## config.mk

```make
export PLATFORM = sky130hd
export DESIGN_NAME = keyscan_ctrl_flat
export DESIGN_NICKNAME = d
export VERILOG_FILES = /design/src/rtl/keyscan_ctrl_if.sv /design/src/rtl/keyscan_ctrl.sv /design/src/flat_wrapper.sv
export SDC_FILE = /design/constraint.sdc
export NUM_CORES = 1
export LEC_CHECK = 0
export CAP_MARGIN = 20
export CORE_MARGIN = 8
export CORE_UTILIZATION = 55
export CTS_CLUSTER_SIZE = 28
export DETAILED_ROUTE_END_ITERATION = 12
export PLACE_DENSITY_LB_ADDON = 0.3
export SYNTH_ARGS = -nofsm -noshare
export SYNTH_HDL_FRONTEND = slang
export SYNTH_SLANG_ARGS = --single-unit
```

## constraint.sdc

```tcl
create_clock -name clk -period 5.5 [get_ports clk]
set_clock_uncertainty 0.2 [all_clocks]
set_input_delay 0.825 -clock clk [delete_from_list [all_inputs] [get_ports clk]]
set_output_delay 0.825 -clock clk [all_outputs]
set_load 0.1 [all_outputs]
```

## src/rtl/keyscan_ctrl_if.sv

```systemverilog
// Keypad-side bundle: raw rows in, column strobes, debounced code and strobes out.
interface keyscan_ctrl_if;
    logic [3:0] rows;
    logic [3:0] cols;
    logic [7:0] rcBits;
    logic       key_press;
    logic       key_held;

    modport slave (
        input  rows,
        output cols,
        output rcBits,
        output key_press,
        output key_held
    );

    modport master (
        output rows,
        input  cols,
        input  rcBits,
        input  key_press,
        input  key_held
    );
endinterface

```

## src/rtl/keyscan_ctrl.sv

```systemverilog
// 4x4 keypad scanner: rotating column strobe, 2-flop row sync, press/release debounce.
module keyscan_ctrl #(
    parameter int unsigned SCAN_DIV     = 1000,
    parameter int unsigned DEBOUNCE_CNT = 8
) (
    input  logic          clk,
    input  logic          reset,
    keyscan_ctrl_if.slave bus
);

    localparam int unsigned DW = $clog2(SCAN_DIV);
    localparam int unsigned CW = $clog2(DEBOUNCE_CNT + 1);

    typedef enum logic [1:0] {
        SCAN     = 2'd0,
        DEBOUNCE = 2'd1,
        HELD     = 2'd2,
        RELEASE  = 2'd3
    } state_t;

    logic [3:0]    r_rows_m;
    logic [3:0]    r_rows_s;
    logic [DW-1:0] r_dwell;
    state_t        r_state;
    logic [3:0]    r_pat;
    logic [CW-1:0] r_deb_cnt;
    logic [3:0]    r_cols;
    logic [7:0]    r_rcbits;
    logic          r_key_press;
    logic          r_key_held;

    logic          w_sample;
    logic          w_onehot;
    logic [CW-1:0] w_deb_inc;
    logic          w_deb_done;
    logic          w_advance;
    state_t        w_state_nxt;
    logic [3:0]    w_pat_nxt;
    logic [CW-1:0] w_deb_nxt;
    logic [3:0]    w_cols_nxt;
    logic [7:0]    w_rcbits_nxt;
    logic          w_key_press_nxt;
    logic          w_key_held_nxt;

    // Two-flop synchronizer for the asynchronous row lines.
    always_ff @(posedge clk or negedge reset) begin
        if (!reset) begin
            r_rows_m <= 4'd0;
            r_rows_s <= 4'd0;
        end else begin
            r_rows_m <= bus.rows;
            r_rows_s <= r_rows_m;
        end
    end

    // Free-running dwell counter; its terminal count is the sample point.
    always_ff @(posedge clk or negedge reset) begin
        if (!reset) begin
            r_dwell <= '0;
        end else if (r_dwell == DW'(SCAN_DIV - 1)) begin
            r_dwell <= '0;
        end else begin
            r_dwell <= r_dwell + DW'(1);
        end
    end

    assign w_sample   = (r_dwell == DW'(SCAN_DIV - 1));
    assign w_onehot   = (r_rows_s != 4'd0) && ((r_rows_s & (r_rows_s - 4'd1)) == 4'd0);
    assign w_deb_inc  = r_deb_cnt + CW'(1);
    assign w_deb_done = (w_deb_inc == CW'(DEBOUNCE_CNT));

    // State and registered output update.
    always_ff @(posedge clk or negedge reset) begin
        if (!reset) begin
            r_state     <= SCAN;
            r_pat       <= 4'd0;
            r_deb_cnt   <= '0;
            r_cols      <= 4'b0001;
            r_rcbits    <= 8'd0;
            r_key_press <= 1'b0;
            r_key_held  <= 1'b0;
        end else begin
            r_state     <= w_state_nxt;
            r_pat       <= w_pat_nxt;
            r_deb_cnt   <= w_deb_nxt;
            r_cols      <= w_cols_nxt;
            r_rcbits    <= w_rcbits_nxt;
            r_key_press <= w_key_press_nxt;
            r_key_held  <= w_key_held_nxt;
        end
    end

    // Next-state and output decisions, taken only at sample points.
    always_comb begin
        w_state_nxt     = r_state;
        w_pat_nxt       = r_pat;
        w_deb_nxt       = r_deb_cnt;
        w_cols_nxt      = r_cols;
        w_rcbits_nxt    = r_rcbits;
        w_key_press_nxt = 1'b0;
        w_key_held_nxt  = r_key_held;
        w_advance       = 1'b0;

        if (w_sample) begin
            case (r_state)
                SCAN: begin
                    if (w_onehot) begin
                        w_pat_nxt = r_rows_s;
                        w_deb_nxt = CW'(1);
                        if (DEBOUNCE_CNT == 1) begin
                            w_state_nxt     = HELD;
                            w_rcbits_nxt    = {r_rows_s, r_cols};
                            w_key_held_nxt  = 1'b1;
                            w_key_press_nxt = 1'b1;
                        end else begin
                            w_state_nxt = DEBOUNCE;
                        end
                    end else begin
                        // Idle or ghosted multi-row reading: keep scanning.
                        w_advance = 1'b1;
                    end
                end
                DEBOUNCE: begin
                    if (r_rows_s == r_pat) begin
                        w_deb_nxt = w_deb_inc;
                        if (w_deb_done) begin
                            w_state_nxt     = HELD;
                            w_deb_nxt       = '0;
                            w_rcbits_nxt    = {r_pat, r_cols};
                            w_key_held_nxt  = 1'b1;
                            w_key_press_nxt = 1'b1;
                        end
                    end else begin
                        w_state_nxt = SCAN;
                        w_deb_nxt   = '0;
                        w_advance   = 1'b1;
                    end
                end
                HELD: begin
                    if (r_rows_s == 4'd0) begin
                        if (DEBOUNCE_CNT == 1) begin
                            w_state_nxt    = SCAN;
                            w_deb_nxt      = '0;
                            w_rcbits_nxt   = 8'd0;
                            w_key_held_nxt = 1'b0;
                            w_advance      = 1'b1;
                        end else begin
                            w_state_nxt = RELEASE;
                            w_deb_nxt   = CW'(1);
                        end
                    end
                end
                RELEASE: begin
                    if (r_rows_s == 4'd0) begin
                        w_deb_nxt = w_deb_inc;
                        if (w_deb_done) begin
                            w_state_nxt    = SCAN;
                            w_deb_nxt      = '0;
                            w_rcbits_nxt   = 8'd0;
                            w_key_held_nxt = 1'b0;
                            w_advance      = 1'b1;
                        end
                    end else begin
                        // Release bounce: same key still down, no new press.
                        w_state_nxt = HELD;
                        w_deb_nxt   = '0;
                    end
                end
                default: begin
                    w_state_nxt = SCAN;
                end
            endcase
        end

        if (w_advance) begin
            w_cols_nxt = {r_cols[2:0], r_cols[3]};
        end
    end

    assign bus.cols      = r_cols;
    assign bus.rcBits    = r_rcbits;
    assign bus.key_press = r_key_press;
    assign bus.key_held  = r_key_held;

endmodule

```

## src/flat_wrapper.sv

```systemverilog
// flat-port wrapper written by rule: the top's interface ports become plain ports
module keyscan_ctrl_flat 
#(
    parameter int unsigned SCAN_DIV     = 1000,
    parameter int unsigned DEBOUNCE_CNT = 8
)
  (clk, reset, bus_rows, bus_cols, bus_rcBits, bus_key_press, bus_key_held);
  keyscan_ctrl_if bus_i ();
  input  logic clk;
  input  logic reset;
  input wire logic [$bits(bus_i.rows)-1:0] bus_rows;
  output wire logic [$bits(bus_i.cols)-1:0] bus_cols;
  output wire logic [$bits(bus_i.rcBits)-1:0] bus_rcBits;
  output wire logic [$bits(bus_i.key_press)-1:0] bus_key_press;
  output wire logic [$bits(bus_i.key_held)-1:0] bus_key_held;
  assign bus_i.rows = bus_rows;
  assign bus_cols = bus_i.cols;
  assign bus_rcBits = bus_i.rcBits;
  assign bus_key_press = bus_i.key_press;
  assign bus_key_held = bus_i.key_held;
  keyscan_ctrl #(.SCAN_DIV(SCAN_DIV), .DEBOUNCE_CNT(DEBOUNCE_CNT)) u_core (.clk(clk), .reset(reset), .bus(bus_i));
endmodule
```

==> impl_metrics.json <==
{
  "tns_ps": 0,
  "hold_path_class": "reg -> reg",
  "ys_ff_latch": 42,
  "path_class": "reg -> out",
  "yosysTopAreaCell": "dfrtp_1",
  "synthArstFlopShare_pct": 100,
  "placement.cell_area_um2": 2230,
  "synth_top_area_share_pct": 50.5,
  "yosysWarnings": 0,
  "worstMarginPinSlew_ps": 980,
  "gp_congestion": 0.770,
  "die_w_um": 76.8,
  "postCtsResizedCells": 0,
  "die_area_um2": 5900,
  "p_total_uw": 567,
  "yosysUniqueCellTypes": 44,
  "clock_path_buffers": 2,
  "drt-total-wl_mm": 3.90,
  "drive_above_1_share_pct": 8.96,
  "path_max_fanout": 5,
  "synth_area_per_cell_um2": 10.7,
  "insertion_delay_ps": 290,
  "pwr-share-clk_pct": 41.8,
  "finalCriticalPeriod_ps": 3020,
  "leakage_nw": 0.931,
  "grt_use_total_pct": 13.8,
  "wl_met2_mm": 2.02,
  "seqCellArea_um2": 1050,
  "p_per_area_nw_per_um2": 242,
  "cp.arrival_ps": 1990,
  "slew_headroom_pct": 34.1,
  "hold_buffers": 0,
  "antenna_found_initial": 0,
  "first_global_vias": 1516,
  "cts_inserted_buffers": 5,
  "period_share_pct": 54.8,
  "post-route-drc-count": 0,
  "grt_start_max_net_pins": 43,
  "rrSetupSlack_ps": 2770,
  "cts_tree": "done",
  "synth.area.top_cells": "dfrtp_1 50%, mux2i_1 3.9%, nand2_1 3.3%",
  "wl_per_cell_um": 15.0,
  "end_kind": "output pin",
  "drt-met1-wl_mm": 1.63,
  "r2r_cells": 5,
  "maxSlewViolCount": 0,
  "rsz0062_at_grt": "no",
  "drtIter0Drc": 54,
  "critPathSlowestCell": "clkdlybuf4s50_1",
  "fmax_mhz": 332,
  "ctsHtreeMaxLevel": 2,
  "cts.sinks": 42,
  "rr_endpoint": "u_core.bus.key_held$_DFFE_PN0P_",
  "fillCellCount": 287,
  "crit_family": "buffers and inverters",
  "start_util_pct": 56.4,
  "cts.clk_slew.worst_paths_ps": 80,
  "top_layer": "met4",
  "cap_viol_max_count": 0,
  "fin_area_um2": 2340,
  "switching_share_pct": 20.1,
  "grt_remaining_overflow": 0,
  "max_stage_delay_ps": 1140,
  "final_common_cell": "dfrtp_1",
  "synth-main-ff-cell": "dfrtp_1",
  "std_cell_rows": 22,
  "critPathBufInv": 1,
  "grt_first_pass_wirelength_mm": 6.78,
  "p_seq_share_pct": 55.5,
  "cp_cell_sequence": "clkdlybuf4s50_1",
  "irDropWorstVdd_mv": 0.270,
  "worstPathRequired_ps": 4470,
  "pin_count": 20,
  "die_h_um": 76.8,
  "cp-startpoint": "u_core.bus.cols[0]$_DFFE_PN1P_",
  "synthCells": 190,
  "vias": 1484,
  "hold_viol": 0,
  "outcome": "completed",
  "layout.nets": 219,
  "worstHoldEndpoint": "u_core.r_rows_s[0]$_DFF_PN0_",
  "synth_edf_count": 0,
  "met3_length_um": 182,
  "setup_viol": 0,
  "reg2reg_from": "u_core.r_dwell[0]$_DFF_PN0_",
  "worstHoldStart": "u_core.r_rows_m[0]$_DFF_PN0_",
  "startpoint_type": "register",
  "syn2layout_area_growth_pct": 15.3,
  "yosysSeqAreaShare_pct": 51.8,
  "p_comb_share_pct": 2.7,
  "multiInputGateArea_um2": 880,
  "power.internal_uw": 453,
  "antenna-diode-count": 0,
  "mostFrequentLayoutCells": "41 x dfrtp_1, 18 x nand2_1, 18 x clkdlybuf4s50_1",
  "via_per_inst": 5.71,
  "synth_fp_nets": 198,
  "core_um2": 3610,
  "hold_depth": 0,
  "postCtsSetupBuffers": 0,
  "dpl.hpwl_mm": 2.76,
  "postRouteAntennaNets": 0,
  "detail_route.first_pass.iterations": 4,
  "clockRootBuffer": "clkbuf_8",
  "switching_power_uw": 114,
  "numPortBuffers": 19,
  "synth_area_um2": 2030
}
worst register-to-register path: stages, from the launching register on:
cell and delay [ps]:
dfrtp_1 390, ha_1 280, nand4_1 230, nor3_2 560, and3_1 590, mux2_2 390
power groups by stage:
stage	Combinational [mW]	Clock [mW]	Sequential [mW]
after floorplan	0.00945	0	0.319
after global routing	0.0175	0.254	0.315
after detailed placement	0.0162	0	0.321
final	0.0156	0.237	0.314
after global placement	0.0153	0	0.320
after CTS	0.0162	0.243	0.314
cells by family after synthesis:
logic type               count (synthesis)  synth area share (%)
XOR/XNOR                                11                  4.74
AO/OA/AOI/OAI                           28                  10.5
flip-flops                              42                  51.8
multiplexers                            13                  6.71
AND/OR/NAND/NOR                         74                  20.1
adder cells (fa/ha/maj)                  2                  1.23
buffers and inverters                   20                  4.98
metrics by stage:
stage               hold WS [ps]  std cells  setup slack [ps]  util [%]
global route                 168        260              2440      65.0
detailed placement           135        252              2790      61.9
finish                       152        260              2480      65.0
CTS                          153        260              2470      65.0
global placement             133        252              2800      61.9
floorplan                    131        190              3290         -
layer usage:
layer | vias up | track usage (%)
met5 | - | 0
met2 | 33 | 24.0
li1 | 709 | -
met3 | 9 | 4.90
met1 | 733 | 15.0
met4 | 0 | 5.00
flip-flops by register name (all words and copies together) (netlist names), 2 cells and up:
| register | cells |
|---|---|
| u_core.r_deb_cnt | 4 |
| u_core.r_rows_s | 4 |
| u_core.r_pat | 4 |
| u_core.r_dwell | 10 |
| u_core.bus.rcBits | 8 |
| u_core.r_state | 2 |
| u_core.r_rows_m | 4 |
| u_core.bus.cols | 4 |
synthesized netlist by cell type, types with 2 or more instances:
cell / number
nand2_1: 18
a22oi_1: 2
nor4b_1: 2
o2bb2ai_1: 2
nand3_1: 7
and3_1: 2
ha_1: 2
nand3b_1: 5
buf_6: 3
a221oi_1: 4
o21ai_0: 4
o211ai_1: 4
mux2_2: 5
o31ai_1: 2
xor2_1: 4
nand4_1: 2
and4_1: 2
nor3_1: 2
dfrtp_1: 41
xnor2_1: 7
or3_1: 3
and2_1: 2
a21oi_1: 4
mux2i_1: 8
nor2_1: 15
inv_1: 15
nand2b_1: 6
worst max-delay path by stage:
| stage | to | depth (start not counted) |
|---|---|---|
| 5_1_grt | bus_cols[0] | 1 |
| 3_3_place_gp | bus_cols[0] | 1 |
| 4_1_cts | bus_cols[0] | 1 |
| 2_1_floorplan | u_core.bus.key_held$_DFFE_PN0P_ | 6 |
| 6_report | bus_cols[0] | 1 |
| 3_5_place_dp | bus_cols[0] | 1 |
cell type report:
type                    count  share of cell area, %
clock buffers               6                   3.10
clock inverters             2                   1.60
inverters                  15                   2.40
multi-input cells         128                   37.5
flip-flops and latches     42                   44.9
well taps                  48                   2.56
repair buffers             19                   7.90
No activity file was read; power rests on OpenSTA's default activity.
